### src/rtl/fetch_ctrl.sv
// fetch_ctrl: PC sequencer for a synchronous-read instruction ROM with a two-entry output buffer.
// Define FETCH_ALIGN_CHECK_EN to flag and block fetch on misaligned redirect targets.
module fetch_ctrl #(
    parameter logic [31:0] RESET_PC = 32'h0
) (
    input  logic        clk,
    input  logic        rst_n,
    input  logic        fetch_en,
    input  logic        redirect_valid,
    input  logic [31:0] redirect_pc,
    output logic [31:0] rom_addr,
    input  logic [31:0] rom_data,
    output logic        inst_valid,
    input  logic        inst_ready,
    output logic [31:0] inst_out,
    output logic [31:0] inst_pc,
    output logic        fetch_fault
);

    logic [31:0] pc;
    logic        iss_q;
    logic [31:0] iss_pc_q;
    logic        out_v;
    logic [31:0] out_inst;
    logic [31:0] out_pc;
    logic        sk_v;
    logic [31:0] sk_inst;
    logic [31:0] sk_pc;

    logic [31:0] pc_d;
    logic        iss_q_d;
    logic [31:0] iss_pc_d;
    logic        out_v_d;
    logic [31:0] out_inst_d;
    logic [31:0] out_pc_d;
    logic        sk_v_d;
    logic [31:0] sk_inst_d;
    logic [31:0] sk_pc_d;

    logic        pop;
    logic        issue;
    logic        fault_block;
    logic [1:0]  occ;
    logic [1:0]  occ_left;
    logic [31:0] redir_target;

    assign rom_addr   = pc;
    assign inst_valid = out_v;
    assign inst_out   = out_inst;
    assign inst_pc    = out_pc;

    assign pop      = out_v & inst_ready;
    assign occ      = 2'(out_v) + 2'(sk_v) + 2'(iss_q);
    assign occ_left = occ - 2'(pop);
    // Only issue when the response already in flight plus this one still fit in two entries.
    assign issue    = fetch_en & ~fault_block & ~redirect_valid & (occ_left < 2'd2);

`ifdef FETCH_ALIGN_CHECK_EN
    logic fault_q;

    always_ff @(posedge clk or negedge rst_n) begin
        if (!rst_n) begin
            fault_q <= 1'b0;
        end else if (redirect_valid) begin
            fault_q <= |redirect_pc[1:0];
        end
    end

    assign fault_block  = fault_q;
    assign fetch_fault  = fault_q;
    assign redir_target = redirect_pc;
`else
    logic unused_lsb;

    assign unused_lsb   = ^redirect_pc[1:0];
    assign fault_block  = 1'b0;
    assign fetch_fault  = 1'b0;
    assign redir_target = {redirect_pc[31:2], 2'b00};
`endif

    always_comb begin
        pc_d       = pc;
        iss_q_d    = issue;
        iss_pc_d   = iss_pc_q;
        out_v_d    = out_v;
        out_inst_d = out_inst;
        out_pc_d   = out_pc;
        sk_v_d     = sk_v;
        sk_inst_d  = sk_inst;
        sk_pc_d    = sk_pc;

        if (issue) begin
            pc_d     = pc + 32'd4;
            iss_pc_d = pc;
        end

        // The skid is only ever occupied behind a valid output entry, so order is oldest-first:
        // output, skid, then the response arriving on rom_data.
        if (pop) begin
            if (sk_v) begin
                out_inst_d = sk_inst;
                out_pc_d   = sk_pc;
                sk_v_d     = iss_q;
                if (iss_q) begin
                    sk_inst_d = rom_data;
                    sk_pc_d   = iss_pc_q;
                end
            end else begin
                out_v_d = iss_q;
                if (iss_q) begin
                    out_inst_d = rom_data;
                    out_pc_d   = iss_pc_q;
                end
            end
        end else if (iss_q) begin
            if (!out_v) begin
                out_v_d    = 1'b1;
                out_inst_d = rom_data;
                out_pc_d   = iss_pc_q;
            end else begin
                sk_v_d    = 1'b1;
                sk_inst_d = rom_data;
                sk_pc_d   = iss_pc_q;
            end
        end

        if (redirect_valid) begin
            pc_d    = redir_target;
            out_v_d = 1'b0;
            sk_v_d  = 1'b0;
        end
    end

    always_ff @(posedge clk or negedge rst_n) begin
        if (!rst_n) begin
            pc       <= RESET_PC;
            iss_q    <= 1'b0;
            iss_pc_q <= 32'h0;
            out_v    <= 1'b0;
            out_inst <= 32'h0;
            out_pc   <= 32'h0;
            sk_v     <= 1'b0;
            sk_inst  <= 32'h0;
            sk_pc    <= 32'h0;
        end else begin
            pc       <= pc_d;
            iss_q    <= iss_q_d;
            iss_pc_q <= iss_pc_d;
            out_v    <= out_v_d;
            out_inst <= out_inst_d;
            out_pc   <= out_pc_d;
            sk_v     <= sk_v_d;
            sk_inst  <= sk_inst_d;
            sk_pc    <= sk_pc_d;
        end
    end

endmodule

### config.mk
export PLATFORM = sky130hd
export DESIGN_NAME = fetch_ctrl
export DESIGN_NICKNAME = d
export VERILOG_FILES = /design/src/rtl/fetch_ctrl.sv
export SDC_FILE = /design/constraint.sdc
export NUM_CORES = 1
export LEC_CHECK = 0
export BUFFER_PORTS_ARGS = -buffer_cell sky130_fd_sc_hd__buf_2
export CORE_AREA = 5 5 172 174
export CTS_BUF_LIST = sky130_fd_sc_hd__clkbuf_2
export CTS_CLUSTER_DIAMETER = 150
export DETAILED_ROUTE_END_ITERATION = 10
export DIE_AREA = 0 0 177 179
export GPL_TIMING_DRIVEN = 0
export PLACE_DENSITY_LB_ADDON = 0.15
export SETUP_SLACK_MARGIN = 0.1
export SYNTH_ARGS = -nofsm -noshare
export SYNTH_HDL_FRONTEND = slang
export SYNTH_SLANG_ARGS = --single-unit
### constraint.sdc
create_clock -name clk -period 5.6 [get_ports clk]
set_input_delay 1.12 -clock clk [delete_from_list [all_inputs] [get_ports clk]]
set_output_delay 1.12 -clock clk [all_outputs]
set_load 0.005 [all_outputs]
==> impl_metrics.prom <==
# TYPE chip_impl_metric gauge
chip_impl_info{name="status",value="finished clean"} 1
chip_impl_metric{name="gr-total-overflow",unit=""} 0
chip_impl_metric{name="cts.sink_count",unit=""} 187
chip_impl_metric{name="clk_pin_slew_worst_paths",unit="ns"} 0.32
chip_impl_metric{name="layout-drive-gt1-share",unit="%"} 33.1
chip_impl_metric{name="whs",unit="ns"} 0.236
chip_impl_info{name="ys_dominant_reg_cell",value="sky130_fd_sc_hd__dfrtp_1"} 1
chip_impl_info{name="cts_tree",value="yes"} 1
chip_impl_metric{name="post_drt_via_cell_ratio",unit=""} 4.63
chip_impl_metric{name="fin_setup_tns",unit="ns"} 0
chip_impl_metric{name="synth_edf_count",unit=""} 0
chip_impl_metric{name="area_of_combinational_cells_with_multiple_inputs",unit="µm²"} 3310
chip_impl_metric{name="power.ir.vdd_worst",unit="mV"} 0.140
chip_impl_metric{name="route.detailed.wl_per_inst",unit="µm"} 17.7
chip_impl_metric{name="dp_slack",unit="ns"} 1.54
chip_impl_metric{name="layout_min_cycle_time",unit="ns"} 3.18
chip_impl_metric{name="numPortBuffers",unit=""} 159
chip_impl_metric{name="syn-mean-instance-area",unit="µm²"} 11.8
chip_impl_metric{name="synth_top_area_share",unit="%"} 57.2
chip_impl_metric{name="max_stage_delay",unit="ns"} 0.60
chip_impl_info{name="synth_largest_area_cell",value="sky130_fd_sc_hd__dfrtp_1"} 1
chip_impl_metric{name="period_share",unit="%"} 56.8
chip_impl_metric{name="clock_tree.buffer_depth",unit=""} 2
chip_impl_metric{name="fin_worst_skew",unit="ns"} 0.0670
chip_impl_metric{name="cts_repair_resize_count",unit=""} 0
chip_impl_info{name="rsz_0062_raised_after_global_routing",value="false"} 1
chip_impl_metric{name="numPlacedInstances",unit=""} 1237
chip_impl_info{name="synthTopCellsByCount",value="sky130_fd_sc_hd__dfrtp_1 (187), sky130_fd_sc_hd__mux2_2 (93), sky130_fd_sc_hd__nor2_1 (71), sky130_fd_sc_hd__a21oi_1 (65), sky130_fd_sc_hd__mux2i_1 (65)"} 1
chip_impl_metric{name="drtIter0Drc",unit=""} 359
chip_impl_metric{name="ctsHtreeMaxLevel",unit=""} 4
chip_impl_metric{name="area.growth.synth_to_final",unit="%"} 19.1
chip_impl_metric{name="grt_antenna_before_repair",unit=""} 2
chip_impl_info{name="rr_startpoint",value="inst_valid$_DFFE_PN0P_"} 1
chip_impl_metric{name="synth_cell_type_count",unit=""} 37
chip_impl_metric{name="timing.final.ws_setup",unit="ns"} 2.42
chip_impl_metric{name="grt_pass1_vias",unit=""} 6172
chip_impl_info{name="critical_path.startpoint_type",value="flip-flop"} 1
chip_impl_metric{name="numCtsBuffers",unit=""} 17
chip_impl_metric{name="detailed_place.area",unit="µm²"} 9500
chip_impl_info{name="critical_path.cell_chain",value="nand2_1, ha_1, ha_1, a21oi_1, mux2i_1, clkbuf_1, mux2_2"} 1
chip_impl_metric{name="stdcell_count",unit=""} 1270
chip_impl_metric{name="max_clock_freq",unit="MHz"} 315
chip_impl_metric{name="synth.ff_latch_count",unit=""} 187
chip_impl_metric{name="required",unit="ns"} 6.26
chip_impl_metric{name="drc",unit=""} 0
chip_impl_metric{name="initial_core_util",unit="%"} 29.6
chip_impl_info{name="timing.critical_path.to_type",value="flip-flop"} 1
chip_impl_metric{name="routed-via-count",unit=""} 5880
chip_impl_metric{name="post_cts.repair.setup_buffers",unit=""} 0
chip_impl_metric{name="worst_slew_pin_slew",unit="ns"} 1.13
chip_impl_info{name="crit_start",value="inst_valid$_DFFE_PN0P_"} 1
chip_impl_metric{name="post-layout-total-power",unit="mW"} 3.74
chip_impl_metric{name="max_slew_margin",unit="%"} 24.3
chip_impl_metric{name="critPathArrivalTime",unit="ns"} 3.84
chip_impl_metric{name="cell_count_after_synthesis",unit=""} 695
chip_impl_metric{name="largest_net_degree_at_the_start_of_global_routing",unit=""} 112
chip_impl_metric{name="postCtsHoldBufs",unit=""} 0
chip_impl_metric{name="syn-cell-area",unit="µm²"} 8180
chip_impl_metric{name="fp.dieArea",unit="µm²"} 31700
chip_impl_metric{name="setup_violations",unit=""} 0
chip_impl_metric{name="grt_pass1_wl",unit="mm"} 35.5
chip_impl_metric{name="die_height",unit="µm"} 179
chip_impl_metric{name="dp_hpwl",unit="mm"} 15.9
chip_impl_info{name="critical_setup_path_class",value="flip-flop to flip-flop"} 1
chip_impl_metric{name="postSynth.asyncResetShare",unit="%"} 100
chip_impl_metric{name="leakagePower",unit="nW"} 4.67
chip_impl_metric{name="setup.reg_to_reg.worst_slack",unit="ns"} 2.42
chip_impl_info{name="hold_path_class",value="primary input to async pin"} 1
chip_impl_info{name="top_cells_by_area_synth",value="sky130_fd_sc_hd__dfrtp_1 (57%), sky130_fd_sc_hd__mux2_2 (13%), sky130_fd_sc_hd__mux2i_1 (8.0%), sky130_fd_sc_hd__a21oi_1 (4.0%), sky130_fd_sc_hd__nor2_1 (3.3%)"} 1
chip_impl_info{name="worst_path_dominant_cell_family",value="multiplexers"} 1
chip_impl_metric{name="clock_latency_on_the_worst_skew_pair",unit="ns"} 0.79
chip_impl_metric{name="max-cap-violations",unit=""} 0
chip_impl_metric{name="path_max_fanout",unit=""} 10
chip_impl_metric{name="die-width",unit="µm"} 177
chip_impl_metric{name="io_pins",unit=""} 167
chip_impl_metric{name="core_region_area",unit="µm²"} 27600
chip_impl_info{name="crit_path_top_delay_cell",value="sky130_fd_sc_hd__clkbuf_1"} 1
chip_impl_metric{name="drtPass1Iterations",unit=""} 4
chip_impl_info{name="yosysMostFrequentCell",value="sky130_fd_sc_hd__dfrtp_1"} 1
chip_impl_metric{name="timing_hold_violations_final",unit=""} 0
chip_impl_metric{name="yosysSeqAreaShare",unit="%"} 57.2
chip_impl_metric{name="slew_viols_final",unit=""} 0
chip_impl_metric{name="final_util",unit="%"} 35.3
chip_impl_metric{name="yosysWarnings",unit=""} 0
chip_impl_info{name="cts-root-buf",value="sky130_fd_sc_hd__clkbuf_2"} 1
chip_impl_metric{name="fillers",unit=""} 2917
chip_impl_metric{name="final_net_count",unit=""} 951
chip_impl_metric{name="wirelength",unit="mm"} 22.5
chip_impl_metric{name="rows",unit=""} 61
chip_impl_info{name="critical-path-top-cell-by-count",value="sky130_fd_sc_hd__ha_1"} 1
chip_impl_metric{name="grt_usage",unit="%"} 14.4
chip_impl_metric{name="regArea",unit="µm²"} 4680
chip_impl_metric{name="final_antenna_net_count",unit=""} 0
chip_impl_metric{name="last_weighted_congestion_value_of_the_routability_driven_placer",unit=""} 0.769
chip_impl_metric{name="post-route-cell-area",unit="µm²"} 9740
chip_impl_metric{name="power_per_cell_area",unit="nW/µm²"} 384
chip_impl_metric{name="critPathBufInv",unit=""} 1
-- routing by layer --
layer | vias to the layer above | track usage, % | wire (µm)
li1 | 2805 | - | -
met1 | 2911 | 20.0 | 10800
met2 | 148 | 22.6 | 10200
met3 | 14 | 4.47 | 1250
met4 | 2 | 2.84 | 165
met5 | - | 0 | 13
-- path summary, 6_finish.rpt --
kind	endpoint	cells after the start
min reg2reg	sk_pc[28]$_DFFE_PN0P_	1
max in group asynchronous	iss_q$_DFF_PN0_	2
max reg2reg	iss_pc_q[29]$_DFFE_PN0P_	7
min	sk_inst[15]$_DFFE_PN0P_	1
max	iss_pc_q[29]$_DFFE_PN0P_	7
min in group clk	rom_addr[23]$_DFFE_PN0P_	3
-- power by group --
part / switching, mW / leakage [nW] / total, mW / internal [mW]
Clock: 0.548 / 0.138 / 0.693 / 0.145
Sequential: 0.268 / 2.21 / 2.10 / 1.83
Combinational: 0.422 / 2.32 / 0.949 / 0.527
Total: 1.24 / 4.67 / 3.74 / 2.50
-- flip-flops by register name, summed over array words and instances (netlist names) --
name and count:
inst_out 32, iss_pc_q 30, inst_valid 1, sk_pc 30, rom_addr 30, sk_inst 32
sk_v 1, inst_pc 30, iss_q 1
-- cells in the final DEF, fill, tap and decap left out, drive strengths merged, types with 2 or more instances in the layout --
| cell type | count |
|---|---|
| a21oi | 65 |
| a31oi | 6 |
| and2 | 2 |
| and3 | 3 |
| and4 | 3 |
| buf | 176 |
| clkbuf | 43 |
| clkinv | 5 |
| clkinvlp | 3 |
| conb | 5 |
| dfrtp | 187 |
| ha | 4 |
| inv | 13 |
| mux2 | 93 |
| mux2i | 65 |
| nand2 | 39 |
| nand3 | 14 |
| nand4 | 11 |
| nor2 | 71 |
| nor2b | 2 |
| nor3 | 4 |
| nor4 | 5 |
| o211ai | 3 |
| o21ai | 26 |
| o311ai | 2 |
| o31ai | 2 |
| or3 | 5 |
| or4 | 7 |
| xnor2 | 11 |
| xor2 | 10 |
-- cell families (layout without fill, tap and decap cells) --
| kind of cell | after synthesis | after routing | synth area share (%) |
|---|---|---|---|
| buffers and inverters | 48 | 240 | 2.43 |
| and+or+nand+nor | 171 | 171 | 9.88 |
| muxes | 158 | 158 | 20.8 |
| DFF | 187 | 187 | 57.2 |
| adders and majority gates | 4 | 4 | 0.612 |
| xor gates and xnor gates | 21 | 21 | 2.25 |
| other | 1 | 6 | 0.0459 |
| AOI/OAI and AO/OA | 105 | 105 | 6.79 |
-- layout make-up --
cell class,instances,share of cell area (%)
Inverter,6,0.231
Clock buffer,17,0.873
Timing Repair Buffer,160,8.55
Clock inverter,15,1.58
Tap cell,378,4.86
Sequential cell,187,48.0
Antenna cell,1,0.0257
Buffer,42,1.81
Multi-Input combinational cell,464,34.0
(Power assumes the default switching activity.)
